[src/rtl/freq_measure_sequencer_if.sv]
// -----------------------------------------------------------------------------
// freq_measure_sequencer_if
//   Avalon-MM byte bus between the measurement sequencer (master) and the
//   8-bit frequency-measurement slave.
//
//   address    4  slave register address
//   write      1  write strobe, one cycle per access
//   read       1  read strobe, held for the whole read access
//   writedata  8  write data
//   readdata   8  read data, valid READ_LATENCY cycles after the read starts
// -----------------------------------------------------------------------------
interface freq_measure_sequencer_if;
    logic [3:0] address;
    logic       write;
    logic       read;
    logic [7:0] writedata;
    logic [7:0] readdata;

    modport master (
        output address,
        output write,
        output read,
        output writedata,
        input  readdata
    );

    modport slave (
        input  address,
        input  write,
        input  read,
        input  writedata,
        output readdata
    );
endinterface

[src/rtl/freq_measure_sequencer.sv]
// -----------------------------------------------------------------------------
// freq_measure_sequencer
//   Avalon-MM master that drives the 8-bit frequency-measurement slave. It
//   pulses the counter reset, polls the ready bit, then reads the
//   signal-count and reference-count bytes. The control side only sees a
//   start/result interface.
//
//   Slave map: 0 counter reset (bit0), 1 ready (bit0),
//              2..5 signal count LSB first, 6..9 reference count LSB first.
//
//   Ports:
//     csi_MCLK_clk      in   system clock, rising edge
//     rsi_MRST_reset_n  in   synchronous active-low reset
//     start             in   one-cycle request to begin a measurement
//     abort             in   one-cycle request to cancel the measurement
//     auto_repeat       in   (FMS_AUTO_REPEAT_EN only) restart after DONE
//     busy              out  sequence in progress
//     result_valid      out  counts valid
//     error_timeout     out  ready bit never seen within TIMEOUT_CYCLES
//     count_sig         out  32-bit gated signal count
//     count_ref         out  32-bit reference-clock count
//     avm_meas          master modport of freq_measure_sequencer_if
//
//   Optional feature, macro FMS_AUTO_REPEAT_EN: adds auto_repeat; when set
//   on leaving DONE the sequence restarts at CLR_SET and result_valid is a
//   one-cycle pulse per result.
// -----------------------------------------------------------------------------
module freq_measure_sequencer #(
    parameter int unsigned READ_LATENCY   = 1,
    parameter int unsigned RST_CYCLES     = 4,
    parameter int unsigned POLL_GAP       = 8,
    parameter int unsigned TIMEOUT_CYCLES = 100000000
) (
    input  logic        csi_MCLK_clk,
    input  logic        rsi_MRST_reset_n,
    input  logic        start,
    input  logic        abort,
`ifdef FMS_AUTO_REPEAT_EN
    input  logic        auto_repeat,
`endif
    output logic        busy,
    output logic        result_valid,
    output logic        error_timeout,
    output logic [31:0] count_sig,
    output logic [31:0] count_ref,
    freq_measure_sequencer_if.master avm_meas
);

    typedef enum logic [3:0] {
        IDLE,
        CLR_SET,
        CLR_REL,
        POLL,
        GAP,
        FETCH,
        DONE,
        ERROR,
        ABORT_WR
    } state_t;

    localparam logic [31:0] RD_LAST  = 32'(READ_LATENCY);
    localparam logic [31:0] RST_LAST = 32'(RST_CYCLES - 1);
    localparam logic [31:0] GAP_LAST = 32'(POLL_GAP - 1);
    localparam logic [31:0] TO_LIMIT = 32'(TIMEOUT_CYCLES);

    localparam logic [3:0] ADDR_CTRL  = 4'd0;
    localparam logic [3:0] ADDR_READY = 4'd1;
    localparam logic [3:0] ADDR_DATA0 = 4'd2;

    state_t      state;
    logic [31:0] phase_cnt;   // cycles spent in the current access / wait
    logic [31:0] to_cnt;      // saturating POLL/GAP cycle counter
    logic [2:0]  fetch_idx;   // byte index 0..7 during FETCH
    logic [63:0] shadow;      // bytes 2..9 collected before DONE commits them
    logic        abort_pend;  // abort seen while an access was in flight

    logic abort_now;
    logic rd_last;
    logic to_hit;

    assign abort_now = abort | abort_pend;
    // Readdata is sampled on the edge that closes a READ_LATENCY+1 cycle read.
    assign rd_last   = (phase_cnt == RD_LAST);
    assign to_hit    = (TO_LIMIT != 32'd0) && (to_cnt >= TO_LIMIT);

    always_ff @(posedge csi_MCLK_clk) begin
        if (!rsi_MRST_reset_n) begin
            state              <= IDLE;
            phase_cnt          <= '0;
            to_cnt             <= '0;
            fetch_idx          <= '0;
            shadow             <= '0;
            abort_pend         <= 1'b0;
            busy               <= 1'b0;
            result_valid       <= 1'b0;
            error_timeout      <= 1'b0;
            count_sig          <= '0;
            count_ref          <= '0;
            avm_meas.address   <= '0;
            avm_meas.write     <= 1'b0;
            avm_meas.read      <= 1'b0;
            avm_meas.writedata <= '0;
        end else begin
            // NOTE: non-blocking only; a later assignment in this block to the
            // same register overrides these defaults, so write is a
            // one-cycle strobe unless a state re-arms it.
            avm_meas.write <= 1'b0;

            if (state != IDLE && abort) begin
                abort_pend <= 1'b1;
            end

            if ((state == POLL || state == GAP) && (to_cnt != '1)) begin
                to_cnt <= to_cnt + 32'd1;
            end

            case (state)
                IDLE: begin
                    if (start && !abort) begin
                        result_valid       <= 1'b0;
                        error_timeout      <= 1'b0;
                        busy               <= 1'b1;
                        abort_pend         <= 1'b0;
                        phase_cnt          <= '0;
                        avm_meas.write     <= 1'b1;
                        avm_meas.address   <= ADDR_CTRL;
                        avm_meas.writedata <= 8'h01;
                        state              <= CLR_SET;
                    end
                end

                // First cycle carries the write; the rest hold the bus idle
                // so the counter reset stays asserted RST_CYCLES in total.
                CLR_SET: begin
`ifdef FMS_AUTO_REPEAT_EN
                    // Ends the one-cycle result pulse on an automatic restart.
                    result_valid <= 1'b0;
`endif
                    if (abort_now) begin
                        avm_meas.write     <= 1'b1;
                        avm_meas.address   <= ADDR_CTRL;
                        avm_meas.writedata <= 8'h00;
                        abort_pend         <= 1'b0;
                        state              <= ABORT_WR;
                    end else if (phase_cnt == RST_LAST) begin
                        avm_meas.write     <= 1'b1;
                        avm_meas.address   <= ADDR_CTRL;
                        avm_meas.writedata <= 8'h00;
                        state              <= CLR_REL;
                    end else begin
                        phase_cnt <= phase_cnt + 32'd1;
                    end
                end

                CLR_REL: begin
                    if (abort_now) begin
                        avm_meas.write     <= 1'b1;
                        avm_meas.address   <= ADDR_CTRL;
                        avm_meas.writedata <= 8'h00;
                        abort_pend         <= 1'b0;
                        state              <= ABORT_WR;
                    end else begin
                        avm_meas.read    <= 1'b1;
                        avm_meas.address <= ADDR_READY;
                        phase_cnt        <= '0;
                        to_cnt           <= '0;
                        state            <= POLL;
                    end
                end

                POLL: begin
                    if (rd_last) begin
                        avm_meas.read <= 1'b0;
                        if (abort_now) begin
                            avm_meas.write     <= 1'b1;
                            avm_meas.address   <= ADDR_CTRL;
                            avm_meas.writedata <= 8'h00;
                            abort_pend         <= 1'b0;
                            state              <= ABORT_WR;
                        end else if (to_hit) begin
                            avm_meas.write     <= 1'b1;
                            avm_meas.address   <= ADDR_CTRL;
                            avm_meas.writedata <= 8'h01;
                            state              <= ERROR;
                        end else if (avm_meas.readdata[0]) begin
                            avm_meas.read    <= 1'b1;
                            avm_meas.address <= ADDR_DATA0;
                            phase_cnt        <= '0;
                            fetch_idx        <= '0;
                            state            <= FETCH;
                        end else begin
                            phase_cnt <= '0;
                            state     <= GAP;
                        end
                    end else begin
                        phase_cnt <= phase_cnt + 32'd1;
                    end
                end

                // No access is in flight here, so abort and timeout act at once.
                GAP: begin
                    if (abort_now) begin
                        avm_meas.write     <= 1'b1;
                        avm_meas.address   <= ADDR_CTRL;
                        avm_meas.writedata <= 8'h00;
                        abort_pend         <= 1'b0;
                        state              <= ABORT_WR;
                    end else if (to_hit) begin
                        avm_meas.write     <= 1'b1;
                        avm_meas.address   <= ADDR_CTRL;
                        avm_meas.writedata <= 8'h01;
                        state              <= ERROR;
                    end else if (phase_cnt == GAP_LAST) begin
                        avm_meas.read    <= 1'b1;
                        avm_meas.address <= ADDR_READY;
                        phase_cnt        <= '0;
                        state            <= POLL;
                    end else begin
                        phase_cnt <= phase_cnt + 32'd1;
                    end
                end

                // Back-to-back reads of 2..9; read stays high across accesses.
                FETCH: begin
                    if (rd_last) begin
                        shadow[{fetch_idx, 3'b000} +: 8] <= avm_meas.readdata;
                        phase_cnt <= '0;
                        if (abort_now) begin
                            avm_meas.read      <= 1'b0;
                            avm_meas.write     <= 1'b1;
                            avm_meas.address   <= ADDR_CTRL;
                            avm_meas.writedata <= 8'h00;
                            abort_pend         <= 1'b0;
                            state              <= ABORT_WR;
                        end else if (fetch_idx == 3'd7) begin
                            avm_meas.read <= 1'b0;
                            state         <= DONE;
                        end else begin
                            fetch_idx        <= fetch_idx + 3'd1;
                            avm_meas.address <= avm_meas.address + 4'd1;
                        end
                    end else begin
                        phase_cnt <= phase_cnt + 32'd1;
                    end
                end

                // Counts are committed as a whole here and nowhere else.
                DONE: begin
                    if (abort_now) begin
                        avm_meas.write     <= 1'b1;
                        avm_meas.address   <= ADDR_CTRL;
                        avm_meas.writedata <= 8'h00;
                        abort_pend         <= 1'b0;
                        state              <= ABORT_WR;
                    end else begin
                        count_sig    <= shadow[31:0];
                        count_ref    <= shadow[63:32];
                        result_valid <= 1'b1;
`ifdef FMS_AUTO_REPEAT_EN
                        if (auto_repeat) begin
                            phase_cnt          <= '0;
                            avm_meas.write     <= 1'b1;
                            avm_meas.address   <= ADDR_CTRL;
                            avm_meas.writedata <= 8'h01;
                            state              <= CLR_SET;
                        end else begin
                            busy  <= 1'b0;
                            state <= IDLE;
                        end
`else
                        busy  <= 1'b0;
                        state <= IDLE;
`endif
                    end
                end

                // Write cycle that parks the counter in reset.
                ERROR: begin
                    error_timeout <= 1'b1;
                    busy          <= 1'b0;
                    abort_pend    <= 1'b0;
                    state         <= IDLE;
                end

                // Write cycle that releases the counter after an abort.
                ABORT_WR: begin
                    busy       <= 1'b0;
                    abort_pend <= 1'b0;
                    state      <= IDLE;
                end

                default: begin
                    busy  <= 1'b0;
                    state <= IDLE;
                end
            endcase
        end
    end

endmodule

[src/flat_wrapper.sv]
// flat-port wrapper written by rule: the top's interface ports become plain ports
module freq_measure_sequencer_flat 
#(
    parameter int unsigned READ_LATENCY   = 1,
    parameter int unsigned RST_CYCLES     = 4,
    parameter int unsigned POLL_GAP       = 8,
    parameter int unsigned TIMEOUT_CYCLES = 100000000
)
  (csi_MCLK_clk, rsi_MRST_reset_n, start, abort, busy, result_valid, error_timeout, count_sig, count_ref, avm_meas_address, avm_meas_write, avm_meas_read, avm_meas_writedata, avm_meas_readdata);
  freq_measure_sequencer_if avm_meas_i ();
  input  logic csi_MCLK_clk;
  input  logic rsi_MRST_reset_n;
  input  logic start;
  input  logic abort;
  output logic busy;
  output logic result_valid;
  output logic error_timeout;
  output logic [31:0] count_sig;
  output logic [31:0] count_ref;
  output wire logic [$bits(avm_meas_i.address)-1:0] avm_meas_address;
  output wire logic [$bits(avm_meas_i.write)-1:0] avm_meas_write;
  output wire logic [$bits(avm_meas_i.read)-1:0] avm_meas_read;
  output wire logic [$bits(avm_meas_i.writedata)-1:0] avm_meas_writedata;
  input wire logic [$bits(avm_meas_i.readdata)-1:0] avm_meas_readdata;
  assign avm_meas_address = avm_meas_i.address;
  assign avm_meas_write = avm_meas_i.write;
  assign avm_meas_read = avm_meas_i.read;
  assign avm_meas_writedata = avm_meas_i.writedata;
  assign avm_meas_i.readdata = avm_meas_readdata;
  freq_measure_sequencer #(.READ_LATENCY(READ_LATENCY), .RST_CYCLES(RST_CYCLES), .POLL_GAP(POLL_GAP), .TIMEOUT_CYCLES(TIMEOUT_CYCLES)) u_core (.csi_MCLK_clk(csi_MCLK_clk), .rsi_MRST_reset_n(rsi_MRST_reset_n), .start(start), .abort(abort), .busy(busy), .result_valid(result_valid), .error_timeout(error_timeout), .count_sig(count_sig), .count_ref(count_ref), .avm_meas(avm_meas_i));
endmodule
[config.mk]
export PLATFORM = sky130hd
export DESIGN_NAME = freq_measure_sequencer_flat
export DESIGN_NICKNAME = d
export VERILOG_FILES = /design/src/rtl/freq_measure_sequencer_if.sv /design/src/rtl/freq_measure_sequencer.sv /design/src/flat_wrapper.sv
export SDC_FILE = /design/constraint.sdc
export NUM_CORES = 1
export LEC_CHECK = 0
export CORE_MARGIN = 4
export CORE_UTILIZATION = 30
export DETAILED_ROUTE_END_ITERATION = 12
export PLACE_DENSITY = 0.53
export SLEW_MARGIN = 20
export SYNTH_ARGS = -nofsm -noshare
export SYNTH_HDL_FRONTEND = slang
export SYNTH_SLANG_ARGS = --single-unit
[constraint.sdc]
create_clock -name csi_MCLK_clk -period 7.4 [get_ports csi_MCLK_clk]
set_input_delay 1.85 -clock csi_MCLK_clk [delete_from_list [all_inputs] [get_ports csi_MCLK_clk]]
set_output_delay 1.85 -clock csi_MCLK_clk [all_outputs]
set_load 0.05 [all_outputs]
# Word level (Yosys, flattened, before mapping)

Index checks and enable logic that the tools add are counted.

Bits in registers: 217
Input bits: 12
Output and inout bits: 81
Logic and storage cells: 189

$add $sub $neg: 5
Order comparisons: 1
Eq/ne operators: 36
Shifts and indexed selects: 2
Mux-type cells: 97
Bitwise gates (word level): 3
Reductions and logical operators: 30

Operators by type and width:

| cell                                                   | number |
|---|---|
| 2-to-1 mux 32 bit                                      | 14 |
| one-hot mux 32 bit (6 select lines)                    | 1 |
| 2-to-1 mux 4 bit                                       | 28 |
| adder 32 x 1 -> 32 bit (second input constant)         | 2 |
| bitwise mux 64 bit                                     | 1 |
| 2-to-1 mux 8 bit                                       | 8 |
| variable shift 8 x 8 -> 64 bit (first input constant)  | 1 |
| indexed part select 8 x 8 -> 64 bit                    | 1 |
| one-hot mux 4 bit (7 select lines)                     | 2 |
| one-hot mux 8 bit (6 select lines)                     | 1 |
| == test 32 x 1 -> 1 bit (second input constant)        | 1 |
| == test 32 x 2 -> 1 bit (second input constant)        | 1 |
| == test 32 x 3 -> 1 bit (second input constant)        | 1 |
| >= comparator 32 x 27 -> 1 bit (second input constant) | 1 |
| != test 32 bit (second input constant)                 | 1 |
| 2-to-1 mux 1 bit                                       | 28 |
| != test 2 bit (second input constant)                  | 12 |
| 2-to-1 mux 3 bit                                       | 7 |
| AND reduction 9 bit                                    | 2 |
| == test 4 x 3 -> 1 bit (second input constant)         | 4 |
| AND reduction 8 bit                                    | 2 |
| nonzero test 6 bit                                     | 2 |
| == test 4 x 2 -> 1 bit (second input constant)         | 2 |
| != test 2 x 1 -> 1 bit (second input constant)         | 4 |
| other kinds (31)                                       | 47 |

# Logic depth before layout (Yosys ltp)

Depth after elaboration: 6
Mapped depth: 12
Depth with buffers taken out: 9

# Worst setup path after synthesis

Ideal clock, no wire load.

Kind: input -> register
Start: input abort
End: register u_core.phase_cnt[30]
Setup time: 0.066 ns
Data arrival time: 3.958 ns
Required time: 7.334 ns
Slack: 3.376 ns
Stages: 9
Path buffers: 3
Cells stage by stage: nor2_1 > clkbuf_1 > o21ai_0 > o211a_4 > or3_1 > buf_2 > buf_6 > or4_4 > a21oi_2

Word-level cells in the longest chain between the ends: 4
Elaborated cells on any way between the ends: 9
Classes of those cells: eq/ne (5); bitwise (1); reduce/logical (3)

RTL lines:

| element                                 | line                          | text |
|---|---|---|
| from (decl)                             | flat_wrapper.sv:14            | `input logic abort;` |
| zero test 1 bit                         | freq_measure_sequencer.sv:119 | `if (start && !abort) begin` |
| logical AND 1 bit                       | freq_measure_sequencer.sv:119 |  |
| != test 2 x 1 -> 1 bit (no source line) | n/a                           |  |
| AND reduction 9 bit (no source line) *  | n/a                           |  |
| to (signal assigned)                    | freq_measure_sequencer.sv:151 | `phase_cnt <= phase_cnt + 32'd1;` |
| to (signal assigned)                    | freq_measure_sequencer.sv:196 | `phase_cnt <= phase_cnt + 32'd1;` |
| to (signal assigned)                    | freq_measure_sequencer.sv:219 | `phase_cnt <= phase_cnt + 32'd1;` |
| to (decl)                               | freq_measure_sequencer.sv:71  | `logic [31:0] phase_cnt;` |

Mark *: on every way between the ends. The rest lies on a longest branch, timed or not.
A chain may end at the register's enable or synchronous reset.

# Worst setup path in the final report

Start: input abort
End: register u_core.phase_cnt[0]

Same word-level chain as after synthesis.

==> qor.yml <==
outcome: "complete, no violations"
synth_top_area_frac: 0.447
min_from: "u_core.shadow[41]"
ys_ff_latch: 210
start_util: 0.306
final_cell_mix: "dfxtp_1 (210), nand2_1 (183), nor2_1 (136)"
required_ns: 7.78
p_seq_frac: 0.412
critPathMaxFanout: 35
postCtsHoldBufs: 0
grt_pass1_vias: 7406
post-route-cell-area_sq_um: 11500
h-tree-depth: 1
drtAntennaViolNets: 0
power.internal_uw: 2100
worstPathArrival_ns: 5.19
swShare: 0.269
hp-class: "flop to flop"
pwr-share-comb: 0.117
place.detailed.hpwl_um: 16400
start_kind: "input port"
clk-insertion-delay-late_ns: 0.53
grtUsageTotal: 0.139
final_max_slew_viol_count: 0
rsz0062_at_grt: "false"
post_drt_wl_per_cell_um: 15.2
fmax_mhz: 208
ys_async_sr_fraction: 0
finClkSkew_ns: 0.0202
area_delta_synth_final_pct: 22.0
netlist_area_sq_um: 9400
cts_resized: 0
cts_buffers: 25
drv_cap: 0
setup_viol: 0
die-area_sq_um: 34200
antenna_found_initial: 1
finalHoldViolCount: 0
tightest_slew_ns: 0.860
drc_errors: 0
synth_flop_cell: "dfxtp_1"
final_nets: 1210
drive_gt1_frac: 0.0598
reg2reg_to: "u_core.phase_cnt[0]"
fin_crit_ns: 4.81
cts_tree: "built"
ys_seq_area_frac: 0.447
core_sq_um: 30700
postCtsSetupBuffers: 0
p_leak_uw: 0.00421
yosysTopAreaCell: "dfxtp_1"
ys.warnings.count: 0
worst_slack_ns: 2.59
synth-edff-count: 0
pin_count: 93
synth.avg_cell_area_sq_um: 8.30
dieWidth_um: 185
first_pass_iters: 4
total_power_uw: 2880
drt-total-wl_um: 24400
cts_buffer_depth: 3
port_buffers: 85
dp_slack_ns: 1.70
yosys-top-cells-area: "dfxtp_1 (45%), nand2_1 (7.3%), mux2i_1 (6.8%)"
grt_pass1_wl_um: 39500
viasPerCell: 4.96
synth_cell_types: 62
dpl_cell_area_sq_um: 10500
cts-root-buf: "clkbuf_16"
ir_worst_vdd_v: 0.000148
slew_headroom: 0.427
hold_depth: 2
globalplace.congestion: 0.846
clkSinkCount: 210
crit_type: "input port to flop"
vias: 7944
synthCells: 1132
pwr-share-clk: 0.471
r2r-start: "u_core.state[2]"
grt_max_degree: 111
overflow: 0
regToRegSetupSlack_ns: 3.87
die_h_um: 185
final_common_cell: "dfxtp_1"
clk_pin_slew_worst_paths_ns: 0.06
crit_path_end_kind: "flop"
rows: 64
whs_endpoint: "u_core.count_ref[9]"
fin_crit_sh: 0.650
drt-initial-drc-count: 491
r2r_cells: 7
p_per_area_nw_per_um2: 251
p_switching_uw: 773
tns_ns: 0
-- power groups by stage --
stage	sequential [uW]	clock [uW]	combinational, uW
5_1_grt	1190	1450	370
3_3_place_gp	1210	0	329
3_5_place_dp	1210	0	330
6_report	1190	1360	336
2_1_floorplan	1230	0	228
4_1_cts	1190	1400	332
-- Yosys cell counts (all sizes together), types with 22 or more instances --
| cell | n |
|---|---|
| and2 | 25 |
| mux2i | 64 |
| nand3 | 33 |
| nand2 | 183 |
| xnor2 | 30 |
| a21oi | 108 |
| nor4 | 26 |
| dfxtp | 210 |
| o21ai | 29 |
| inv | 22 |
| nand4 | 24 |
| nor2 | 138 |
| clkbuf | 53 |
-- routing by layer --
metal	GRT usage	share of wire	vias up
met5	0	0.00053	-
met4	0.0332	0.015	2
met3	0.0275	0.048	31
met2	0.217	0.44	152
met1	0.198	0.50	3708
li1	-	-	4051
-- stage by stage --
step	hold slack, ns	cells	utilization
finish	0.448	1602	0.373
global route	0.468	1601	0.373
CTS	0.454	1601	0.373
detailed placement	0.443	1555	0.342
global placement	0.440	1555	0.342
floorplan	0.432	1138	-
-- area by class of cell --
class	instances	area, sq um
Clock buffer	34	719
Inverter	22	87.6
Antenna cell	1	2.50
Timing Repair Buffer	93	911
Sequential cell	210	4200
Fill cell	3186	19300
Clock inverter	12	206
Multi-Input combinational cell	834	4840
Tap cell	396	495
-- cell families after synthesis --
family,count (synthesis),share of synthesized area
xor+xnor,38,0.0354
compound gates,189,0.120
other cells,1,0.000399
buf+inv,94,0.0425
mux,66,0.0706
flops,210,0.447
simple gates,522,0.268
fa+ha+maj,12,0.0160
-- registers in the layout, summed over array words and instances, names as in the netlist, 3 cells and up --
signal and flops:
u_core.state 4, u_core.fetch_idx 3, u_core.to_cnt 32, u_core.count_sig 32, u_core.avm_meas.address 4, u_core.count_ref 32, u_core.shadow 64, u_core.phase_cnt 32
-- worst max-delay path: stages --
cell and delay (ns):
clkdlybuf4s50_1 0.45, nor2_1 0.58, o21ai_0 0.40, o211a_4 0.36
or3_2 0.76, o21ai_4 0.69, nor2_1 0.10
-- worst max path at each step --
| stage | start | end | slack [ns] |
|---|---|---|---|
| finish | abort | u_core.phase_cnt[0] | 2.59 |
| global route | abort | u_core.phase_cnt[13] | 2.33 |
| CTS | abort | u_core.phase_cnt[0] | 2.26 |
| detailed placement | abort | u_core.phase_cnt[4] | 1.70 |
| global placement | abort | u_core.phase_cnt[0] | 1.81 |
| floorplan | abort | u_core.phase_cnt[30] | 3.38 |
No activity file was read; power rests on OpenSTA's default activity.
